==> src/rtl/disp_chan_sequencer.sv <==
// Channel-select and channel-0 load controller for the 8-channel display multiplexer.
// Manual or auto-scan channel selection plus a 4-phase CPU load handshake.
module disp_chan_sequencer #(
    parameter int DWELL_CYCLES = 50_000_000,
    parameter int CNT_W        = 26
) (
    input  logic       clk,
    input  logic       rst,
    input  logic       auto_mode,
    input  logic [2:0] sw_sel,
    input  logic [7:0] chan_mask,
    input  logic       freeze,
    input  logic       cpu_req,
    output logic       cpu_ack,
    output logic [2:0] test_sel,
    output logic       disp_en,
    output logic       scan_tick
);

    typedef enum logic [1:0] {
        ST_IDLE = 2'd0,
        ST_LOAD = 2'd1,
        ST_ACK  = 2'd2,
        ST_WAIT = 2'd3
    } hs_state_e;

    localparam logic [CNT_W-1:0] DWELL_LAST = CNT_W'(DWELL_CYCLES - 1);

    hs_state_e        state_q, state_d;
    logic [CNT_W-1:0] cnt_q, cnt_d;
    logic [2:0]       test_sel_q, test_sel_d;
    logic             disp_en_q, disp_en_d;
    logic             cpu_ack_q, cpu_ack_d;
    logic             scan_tick_q, scan_tick_d;

    // Circular search for the next enabled channel after cur; returns cur if none other.
    function automatic logic [2:0] next_chan(input logic [2:0] cur, input logic [7:0] mask);
        logic [2:0] idx;
        logic       found;
        next_chan = cur;
        found     = 1'b0;
        for (int i = 1; i <= 8; i++) begin
            idx = cur + i[2:0];
            if (!found && mask[idx]) begin
                next_chan = idx;
                found     = 1'b1;
            end else begin
                found = found;
            end
        end
    endfunction

    // Channel selection and dwell counting.
    always_comb begin
        test_sel_d  = test_sel_q;
        cnt_d       = cnt_q;
        scan_tick_d = 1'b0;
        if (!auto_mode) begin
            test_sel_d = sw_sel;
            cnt_d      = '0;
        end else if (chan_mask == 8'h00) begin
            test_sel_d = 3'd0;
            cnt_d      = '0;
        end else if (!chan_mask[test_sel_q]) begin
            // Displayed channel was dropped from the mask: move on at once, even if frozen.
            test_sel_d = next_chan(test_sel_q, chan_mask);
            cnt_d      = '0;
        end else if (freeze) begin
            cnt_d = cnt_q;
        end else if (cnt_q == DWELL_LAST) begin
            test_sel_d  = next_chan(test_sel_q, chan_mask);
            cnt_d       = '0;
            scan_tick_d = 1'b1;
        end else begin
            cnt_d = cnt_q + CNT_W'(1);
        end
    end

    // Handshake next-state; disp_en/cpu_ack are registered decodes of the next state.
    always_comb begin
        state_d = state_q;
        case (state_q)
            ST_IDLE: begin
                if (cpu_req) begin
                    state_d = ST_LOAD;
                end else begin
                    state_d = ST_IDLE;
                end
            end
            ST_LOAD: state_d = ST_ACK;
            ST_ACK:  state_d = ST_WAIT;
            ST_WAIT: begin
                if (!cpu_req) begin
                    state_d = ST_IDLE;
                end else begin
                    state_d = ST_WAIT;
                end
            end
            default: state_d = ST_IDLE;
        endcase
        disp_en_d = (state_d == ST_LOAD);
        cpu_ack_d = (state_d == ST_ACK);
    end

    // State and output registers with synchronous reset.
    always_ff @(posedge clk) begin
        if (rst) begin
            state_q     <= ST_IDLE;
            cnt_q       <= '0;
            test_sel_q  <= 3'd0;
            disp_en_q   <= 1'b0;
            cpu_ack_q   <= 1'b0;
            scan_tick_q <= 1'b0;
        end else begin
            state_q     <= state_d;
            cnt_q       <= cnt_d;
            test_sel_q  <= test_sel_d;
            disp_en_q   <= disp_en_d;
            cpu_ack_q   <= cpu_ack_d;
            scan_tick_q <= scan_tick_d;
        end
    end

    assign test_sel  = test_sel_q;
    assign disp_en   = disp_en_q;
    assign cpu_ack   = cpu_ack_q;
    assign scan_tick = scan_tick_q;

endmodule

==> config.mk <==
export PLATFORM = sky130hd
export DESIGN_NAME = disp_chan_sequencer
export DESIGN_NICKNAME = d
export VERILOG_FILES = /design/src/rtl/disp_chan_sequencer.sv
export SDC_FILE = /design/constraint.sdc
export NUM_CORES = 1
export LEC_CHECK = 0
export ABC_AREA = 1
export BUFFER_PORTS_ARGS = -buffer_cell sky130_fd_sc_hd__buf_4
export CAP_MARGIN = 0
export CORE_MARGIN = 2
export CORE_UTILIZATION = 35
export CTS_BUF_LIST = sky130_fd_sc_hd__clkbuf_8 sky130_fd_sc_hd__clkbuf_16
export DETAILED_ROUTE_END_ITERATION = 12
export PLACE_DENSITY_LB_ADDON = 0.2
export SYNTH_ARGS = -nofsm -noshare
export SYNTH_HDL_FRONTEND = slang
export SYNTH_SLANG_ARGS = --single-unit
export TNS_END_PERCENT = 50
==> constraint.sdc <==
create_clock -name clk -period 3.5 [get_ports clk]
set_input_delay 0.175 -clock clk [delete_from_list [all_inputs] [get_ports clk]]
set_output_delay 0.175 -clock clk [all_outputs]
set_load 0.005 [all_outputs]
==> results.json, run 1 <==
{
  "outcome": "complete, no violations",
  "synthAdderAreaFrac_pct": 1.57,
  "cts_tree": "yes",
  "grtUsageTotal_pct": 15.9,
  "clock_latency_ps": 280,
  "hp-class": "primary input to flop",
  "grt_pass1_wl_mm": 9.52,
  "coreArea_mm2": 0.00668,
  "drv_slew": 0,
  "fp.dieW_um": 86.6,
  "initial_core_util_pct": 35.7,
  "drive_gt1_share_pct": 18.6,
  "cp_data_arrival_time_ps": 2970,
  "clk_pin_slew_ps": 70,
  "yosys.area_share.simple_pct": 45.4,
  "multiInputGateArea_mm2": 0.00148,
  "synth_mux_area_share_pct": 0,
  "drt-initial-drc-count": 147,
  "crit_cells": 18,
  "pwr-share-comb_pct": 60.6,
  "fmax_ghz": 0.359,
  "r2r_setup_slack_ps": 720,
  "cpPeakStageDelay_ps": 590,
  "dpl.hpwl_mm": 4.38,
  "io_pins": 22,
  "period_share_pct": 79.5,
  "die_h_um": 86.6,
  "grt_util_met3_pct": 2.67,
  "ys.warnings.count": 0,
  "portBuffers": 21,
  "num-fill-cells": 741,
  "met2_usage_pct": 24.0,
  "async_flop_share_pct": 0,
  "synth_area_mm2": 0.00239,
  "postSynthRegisterBits": 34,
  "yosysUniqueCellTypes": 37,
  "r2r_cells": 18,
  "finalHoldViolCount": 0,
  "dieArea_mm2": 0.00750,
  "yosysSeqAreaShare_pct": 28.5,
  "cts_buffer_depth": 2,
  "endpoint": "test_sel[0]",
  "gp_congestion": 0.866,
  "grt.busiest_layer": "met2",
  "final_cell_mix": "nand2_1 (72), nor2_1 (49), inv_1 (41), dfxtp_1 (34), nand3_1 (32)",
  "clock-root-buffer": "clkbuf_8",
  "required_ps": 3680,
  "post_cts_buffers": 0,
  "timing.rr.start": "test_sel[1]",
  "peakVddDrop_v": 0.000218,
  "use_met1_pct": 23.0,
  "switching_share_pct": 49.7,
  "startpoint_type": "flop",
  "fin_tns_setup_ps": 0,
  "power_density_mw_per_mm2": 700,
  "synth_compound_area_share_pct": 8.07,
  "wl_per_cell_um": 12.0,
  "syn_nets": 374,
  "max-slew-margin-rel_pct": 61.4,
  "critPathMostFrequentCell": "nand2_2",
  "cp_slowest_cell": "dfxtp_1",
  "drc": 0,
  "synth_top_family_by_area": "simple AND/OR/NAND/NOR gates",
  "drt_wl_total_mm": 5.51,
  "p_clk_share_pct": 15.2,
  "grt_max_degree": 17,
  "p_seq_share_pct": 24.2,
  "skew_ps": 3.01,
  "p_int_uw": 948,
  "syn_area_per_cell_um2": 6.73,
  "ys.flop_type": "dfxtp_1",
  "p_leak_nw": 1.08,
  "grt_overflow": 0,
  "synth_xor_area_share_pct": 6.97,
  "antenna_found_initial": 0,
  "ff_latch_area_um2": 681,
  "p_switching_uw": 938,
  "cts_buffers": 5,
  "holdWs_ps": 101,
  "final_common_cell": "nand2_1",
  "path_cells": "clkinv_2 > ha_1 > inv_1 > nand3_2 > nand2_2 > nand2_2 > nand2_4 > nand2_4 > nor2_8 > nand3_4 > nor2_4 > nand2_1 > nand2_2 > nand2_2 > o21ai_2 > nand2_1 > nand2_1 > nor2_1",
  "area_growth_pct": 12.7,
  "path_buf_inv": 2,
  "rows": 30,
  "critPathKind": "flop to flop",
  "end_kind": "flop",
  "worst_pin_slew_ps": 579,
  "setup_violations": 0,
  "cts_sinks": 34,
  "vias": 2279,
  "hold_buffers": 0,
  "nets": 397,
  "r2r-end": "test_sel[0]",
  "antennaDiodeCount": 0,
  "path_max_fanout": 9,
  "drt.antenna.violating_nets": 0,
  "firstDrtPassIters": 4,
  "rsz0062_at_grt": "no",
  "path_delay_family": "simple AND/OR/NAND/NOR gates",
  "grt_pass1_vias": 2080,
  "ctsResizeCount": 0,
  "finalPower_mw": 1.89,
  "synth_edf_count": 0,
  "finalCriticalPeriod_ps": 2780,
  "vias_per_cell": 4.99,
  "max_cap_viol_count": 0,
  "htree_levels": 2,
  "critical_path.startpoint": "test_sel[1]",
  "syn_inst": 355
}
==> metrics by stage <==
| stage | utilization (%) | cell area, um^2 | setup WS, ps | instances |
|---|---|---|---|---|
| after floorplan | - | 2390 | 1080 | 355 |
| after global placement | 39.1 | 2610 | 758 | 451 |
| after detailed placement | 39.1 | 2610 | 713 | 451 |
| after CTS | 40.3 | 2690 | 692 | 457 |
| after global routing | 40.3 | 2690 | 375 | 457 |
| final | 40.3 | 2690 | 716 | 457 |
==> worst register-to-register path, stage by stage, from the launching register on <==
cell and delay, ps:
dfxtp_1 590, clkinv_2 240, ha_1 420, inv_1 200, nand3_2 100, nand2_2 80, nand2_2 70, nand2_4 90
nand2_4 70, nor2_8 130, nand3_4 110, nor2_4 120, nand2_1 90, nand2_2 80, nand2_2 70, o21ai_2 70
nand2_1 60, nand2_1 50, nor2_1 30
==> cell families (layout without fill, tap and decap cells) <==
family / count (synthesis) / in the layout
AND/OR/NAND/NOR: 214 / 214
buffers and inverters: 54 / 76
AO/OA/AOI/OAI: 34 / 34
flip-flops: 34 / 34
XOR/XNOR: 16 / 16
adder cells (fa/ha/maj): 3 / 3
==> how the worst min path moves through the flow <==
stage | start | to | slack, ps | cells after the start
floorplan | rst | disp_en | 250 | 1
global placement | rst | state_q[1] | 400 | 2
finish | rst | state_q[0] | 100 | 2
CTS | rst | state_q[1] | 100 | 2
global route | rst | state_q[0] | 100 | 2
detailed placement | rst | state_q[0] | 400 | 2
==> routing by layer <==
metal  share of wire (%)  wire [um]
met1                  51       2810
met2                  43       2390
met3                 4.2        230
met4                 1.3         74
met5                   0          0
==> layout make-up <==
class,instances,area share (%)
clock buffers,6,3.07
multi-input cells,267,55.0
well taps,80,3.72
flip-flops and latches,34,25.3
inverters,48,6.83
repair buffers,22,6.13
==> Yosys cell counts (2+ instances only) <==
cell type  instances  share of area, %
inv_2              5              0.79
dfxtp_1           34                28
o21ai_1            3              0.63
nor2_4             2              0.94
nand2_1           72                11
o21a_1             2              0.63
buf_2              2              0.42
ha_1               3               1.6
nand3_2            8               3.4
o21ai_0            8               1.7
nand2_2           13               3.4
buf_4              2              0.63
nor3_1            11               2.3
inv_1             41               6.4
nor4_1            10               2.6
a21oi_1           14               2.9
xnor2_1            4               1.5
nand2_4            6               2.8
nor2_1            49               7.7
xor2_1            10               3.7
nand4_1            8               2.1
nand3_1           32               6.7
a31oi_1            2              0.52
==> state kept, by name, indices dropped and copies added, names as in the netlist <==
name / cells
scan_tick: 1
test_sel: 3
cpu_ack: 1
state_q: 2
disp_en: 1
cnt_q: 26
==> power by group through the flow <==
stage	registers, mW	clock network (mW)	logic, mW
6_report	0.457	0.286	1.14
3_3_place_gp	0.466	0	1.15
3_5_place_dp	0.466	0	1.14
5_1_grt	0.464	0.314	1.28
2_1_floorplan	0.431	0	0.968
4_1_cts	0.458	0.295	1.14
(Power assumes the default switching activity.)
==> run 2: changes to the inputs <==
==> constraint.sdc (replaced) <==
create_clock -name clk -period 2.29 [get_ports clk]
set_input_delay 0.1145 -clock clk [delete_from_list [all_inputs] [get_ports clk]]
set_output_delay 0.1145 -clock clk [all_outputs]
set_load 0.005 [all_outputs]
==> run 2 against run 1 <==
Wire length rose by 3.0%. First-iteration DRC count is 12% lower. Non-clock buffer count rose by 14. Register-to-register slack worse by 580 ps. Via count grew 0.66%. Power grew 69%.
==> results.json, run 2 (synthesis gave the netlist of run 1 again) <==
{
  "finalHoldViolCount": 0,
  "antenna_found_initial": 0,
  "end_kind": "flop",
  "worst_slack_ps": 138,
  "finalCriticalPeriod_ps": 2150,
  "pre_cts_slack_ps": 26.0,
  "p_switching_mw": 1.54,
  "worst_pin_slew_ps": 426,
  "initial_core_util_pct": 35.7,
  "vias": 2294,
  "power_density_mw_per_mm2": 1120,
  "required_ps": 2460,
  "p_int_mw": 1.65,
  "grt_overflow": 0,
  "largest_reg_flops": 26,
  "critPathMostFrequentCell": "nand2_4",
  "p_clk_share_pct": 13.9,
  "vias_per_cell": 4.85,
  "critPathKind": "flop to flop",
  "clk_pin_slew_ps": 70,
  "cts_buffers": 5,
  "startpoint_type": "flop",
  "num-fill-cells": 704,
  "max-slew-margin-rel_pct": 71.3,
  "period_share_pct": 94.0,
  "grtUsageTotal_pct": 16.0,
  "setup_violations": 0,
  "fp.dieW_um": 86.6,
  "drt.antenna.violating_nets": 0,
  "rows": 30,
  "clock_latency_ps": 280,
  "switching_share_pct": 48.3,
  "die_h_um": 86.6,
  "clock-root-buffer": "clkbuf_8",
  "multiInputGateArea_mm2": 0.00152,
  "outcome": "complete, no violations",
  "hp-class": "primary input to flop",
  "final_core_util_pct": 42.8,
  "area_growth_pct": 19.6,
  "peakVddDrop_v": 0.000373,
  "skew_ps": 7.18,
  "cp_slowest_cell": "dfxtp_4",
  "cts_tree": "yes",
  "cpPeakStageDelay_ps": 380,
  "drt_wl_total_mm": 5.67,
  "finalPower_mw": 3.19,
  "antennaDiodeCount": 0,
  "grt_pass1_vias": 2123,
  "p_leak_nw": 1.17,
  "drive_gt1_share_pct": 23.9,
  "final-instance-count-excl-fill": 473,
  "grt_pass1_wl_mm": 9.68,
  "p_seq_share_pct": 22.2,
  "hold_buffers": 0,
  "portBuffers": 21,
  "firstDrtPassIters": 5,
  "top_register": "cnt_q",
  "path_cells": "ha_1 > xor2_4 > nand2_2 > nand2_4 > nand2_4 > nor2_8 > nand3_4 > nor2_4 > nand2_4 > nand4_2 > nand3_1 > a21oi_2 > nor2_1",
  "pwr-share-comb_pct": 63.9,
  "ff_latch_area_um2": 689,
  "grt_max_degree": 13,
  "final_common_cell": "nand2_1",
  "coreArea_mm2": 0.00668,
  "path_max_fanout": 5,
  "max_cap_viol_count": 0,
  "place.detailed.instances": 460,
  "io_pins": 22,
  "dieArea_mm2": 0.00750,
  "htree_levels": 2,
  "cp_data_arrival_time_ps": 2320,
  "fin_tns_setup_ps": 0,
  "dpl.hpwl_mm": 4.51,
  "gp_congestion": 0.846,
  "cts_sinks": 34,
  "fmax_ghz": 0.465,
  "drc": 0,
  "cts_buffer_depth": 2,
  "drt-initial-drc-count": 129,
  "drv_slew": 0,
  "wl_per_cell_um": 12.0,
  "final_cell_mix": "nand2_1 (71), nor2_1 (48), inv_1 (41), buf_4 (36)",
  "nets": 411
}
[run 2: cell types whose count changed in the layout (fill, tap and decap cells not counted), moves of 2 or more]
cell	change
nand2_4	+2
dfxtp_4	+2
dfxtp_1	-3
buf_4	+14
[run 2: area by class of cell]
| type | instances | area share, % |
|---|---|---|
| well taps | 80 | 3.50 |
| multi-input cells | 267 | 53.1 |
| clock inverters | 2 | 0.306 |
| flip-flops and latches | 34 | 24.1 |
| inverters | 48 | 6.65 |
| clock buffers | 6 | 2.89 |
| repair buffers | 36 | 9.46 |
[run 2: metrics by stage]
step	hold slack, ps	instance area (um^2)
floorplan	186	2400
global route	46.7	2860
detailed placement	344	2690
CTS	38.1	2780
finish	50.4	2860
global placement	340	2690
[run 2: layer usage]
metal	GRT usage [%]	part of all wire, %
met5	0	0
met4	3.55	0.99
met3	3.05	3.9
met2	24.7	44
met1	23.2	51
[run 2: power groups by stage]
stage | Combinational [mW] | Sequential (mW) | Clock, mW
after floorplan | 1.51 | 0.658 | 0
after global placement | 1.85 | 0.706 | 0
after detailed placement | 1.85 | 0.707 | 0
after CTS | 1.85 | 0.697 | 0.460
after global routing | 2.27 | 0.715 | 0.485
final | 2.04 | 0.709 | 0.442
[run 2: worst paths after layout]
path / from / end / slack (ps) / cells past startpoint
min reg2reg: state_q[1] / disp_en / 470 / 1
max reg2reg: test_sel[1] / test_sel[1] / 140 / 13
min: rst / state_q[1] / 50 / 2
max: test_sel[1] / test_sel[1] / 140 / 13
[run 2: what timing repair did]
item / CTS / global route
setup endpoints to repair: 1 / 4
pin swaps: 0 / 5
setup buffers: 0 / 5
resized for setup: 1 / 13
[run 2: critical path, delay by kind of cell, from the launching register on]
family                     cells  cell delay, ps
AOI/OAI and AO/OA              1             130
xor gates and xnor gates       1             270
adders and majority gates      1             240
DFF                            1             380
and+or+nand+nor               10            1020
==> run 3: changes to the inputs <==
==> constraint.sdc (replaced) <==
create_clock -name clk -period 2.22 [get_ports clk]
set_input_delay 0.111 -clock clk [delete_from_list [all_inputs] [get_ports clk]]
set_output_delay 0.111 -clock clk [all_outputs]
set_load 0.005 [all_outputs]
==> run 3 against run 2 <==
Worst hold slack worse by 15 ps. Clock power is 25% higher. Critical path depth is 4 higher. Critical path type unchanged. Power is 7.7% higher. Combinational power is 6% higher. Cell area is 1.3% higher. Non-clock buffer count is 1 higher. Clock skew is 1.0 ps lower. Maximum frequency is 0.60% higher. Count of clock-buffer cells in the layout is 1 lower. Utilization is 0.56 points higher.
==> results.json, run 3 (synthesis gave the netlist of run 1 again) <==
{
  "peakVddDrop_v": 0.000414,
  "path_cells": "inv_4 > ha_4 > inv_6 > nand3_2 > nand2_2 > buf_4 > nand2_1 > nand2_1 > inv_1 > nand3_1 > nor2_1 > nor2_1 > nand2_1 > nand2_1 > nand2_1 > nand2_1 > a21oi_1",
  "clock_latency_ps": 290,
  "vias_per_cell": 4.99,
  "end_kind": "flop",
  "p_switching_mw": 1.65,
  "path_max_fanout": 6,
  "worst_pin_slew_ps": 438,
  "cp_data_arrival_time_ps": 2340,
  "cts_buffer_depth": 2,
  "dpl.hpwl_mm": 4.61,
  "htree_levels": 2,
  "startpoint_type": "flop",
  "path_delay_family": "simple AND/OR/NAND/NOR gates",
  "cts_tree": "yes",
  "vias": 2366,
  "hp-class": "primary input to flop",
  "max-slew-margin-rel_pct": 70.5,
  "cts_sinks": 34,
  "multiInputGateArea_mm2": 0.00153,
  "nets": 412,
  "power_density_mw_per_mm2": 1190,
  "final_common_cell": "nand2_1",
  "grt_pass1_wl_mm": 9.87,
  "finalHoldViolCount": 0,
  "clock-root-buffer": "clkbuf_8",
  "antenna_found_initial": 0,
  "outcome": "complete, no violations",
  "rows": 30,
  "setup_violations": 0,
  "ff_latch_area_um2": 687,
  "largest_reg_flops": 26,
  "p_leak_nw": 1.18,
  "p_int_mw": 1.79,
  "cts_buffers": 5,
  "fin_tns_setup_ps": 0,
  "finalPower_mw": 3.44,
  "grt_pass1_vias": 2157,
  "place.detailed.instances": 461,
  "fmax_ghz": 0.467,
  "cpPeakStageDelay_ps": 370,
  "dieArea_mm2": 0.00750,
  "num-fill-cells": 723,
  "critPathMostFrequentCell": "nand2_1",
  "gp_congestion": 0.844,
  "p_clk_share_pct": 16.1,
  "drive_gt1_share_pct": 24.6,
  "area_growth_pct": 21.2,
  "drt_wl_total_mm": 5.83,
  "hold_buffers": 0,
  "drv_slew": 0,
  "clk_pin_slew_ps": 70,
  "initial_core_util_pct": 35.7,
  "final-instance-count-excl-fill": 474,
  "rsz0062_at_grt": "yes",
  "firstDrtPassIters": 4,
  "top_register": "cnt_q",
  "grt_max_degree": 17,
  "period_share_pct": 96.4,
  "switching_share_pct": 47.9,
  "drt-initial-drc-count": 159,
  "final_cell_mix": "nand2_1 (71), nor2_1 (47), inv_1 (41), buf_4 (37)",
  "required_ps": 2420,
  "drt.antenna.violating_nets": 0,
  "cp_slowest_cell": "dfxtp_2",
  "holdWs_ps": 35.8,
  "grtUsageTotal_pct": 16.5,
  "max_cap_viol_count": 0,
  "path_buf_inv": 4,
  "critPathKind": "flop to flop",
  "finalCriticalPeriod_ps": 2140,
  "fp.dieW_um": 86.6,
  "coreArea_mm2": 0.00668,
  "wl_per_cell_um": 12.3,
  "die_h_um": 86.6,
  "p_seq_share_pct": 20.6,
  "grt_overflow": 0,
  "skew_ps": 6.13,
  "io_pins": 22,
  "portBuffers": 21,
  "antennaDiodeCount": 0,
  "pwr-share-comb_pct": 63.3,
  "drc": 0
}
run 3: power groups by stage:
stage | registers (mW) | logic (mW) | clock network, mW
after CTS | 0.692 | 1.99 | 0.579
after global routing | 0.714 | 2.41 | 0.598
after floorplan | 0.681 | 1.56 | 0
final | 0.708 | 2.17 | 0.554
after global placement | 0.704 | 1.97 | 0
after detailed placement | 0.706 | 1.98 | 0
run 3: repair_timing:
item                                    CTS  global route
resized for setup                         0            15
endpoints found under the setup margin    0            10
buffers inserted                          0             5
run 3: layout make-up:
type | count | area share (%)
multi-input cells | 267 | 52.9
flip-flops and latches | 34 | 23.7
repair buffers | 37 | 9.59
inverters | 48 | 6.57
well taps | 80 | 3.46
clock buffers | 5 | 2.38
clock inverters | 3 | 1.43
run 3: layer usage:
layer	track usage, %	share of wire [%]	vias up
met2	25.2	44	49
met5	0	0	-
met4	5.40	2.0	0
met1	23.6	49	1078
li1	-	-	1227
met3	2.67	4.7	12
run 3: worst paths after layout:
kind | startpoint | end | slack, ps | cells past startpoint
setup / recovery | test_sel[0] | test_sel[2] | 80 | 17
hold / removal | rst | state_q[0] | 40 | 2
setup reg to reg | test_sel[0] | test_sel[2] | 80 | 17
hold reg to reg | state_q[1] | cpu_ack | 470 | 1
run 3: worst register-to-register path, delay by kind of cell (launching register included):
kind	cells	cell delay, ps
AND/OR/NAND/NOR	11	860
buffers and inverters	4	350
adder cells (fa/ha/maj)	1	320
AO/OA/AOI/OAI	1	160
flip-flops	1	370
run 3: stage by stage:
stage | utilization [%] | setup slack (ps) | area [um^2]
final | 43.3 | 80.8 | 2900
after global routing | 43.3 | -64.8 | 2900
after CTS | 42.0 | 17.0 | 2810
after detailed placement | 40.4 | 34.0 | 2700
after global placement | 40.4 | -18.8 | 2700
after floorplan | - | 0.349 | 2410
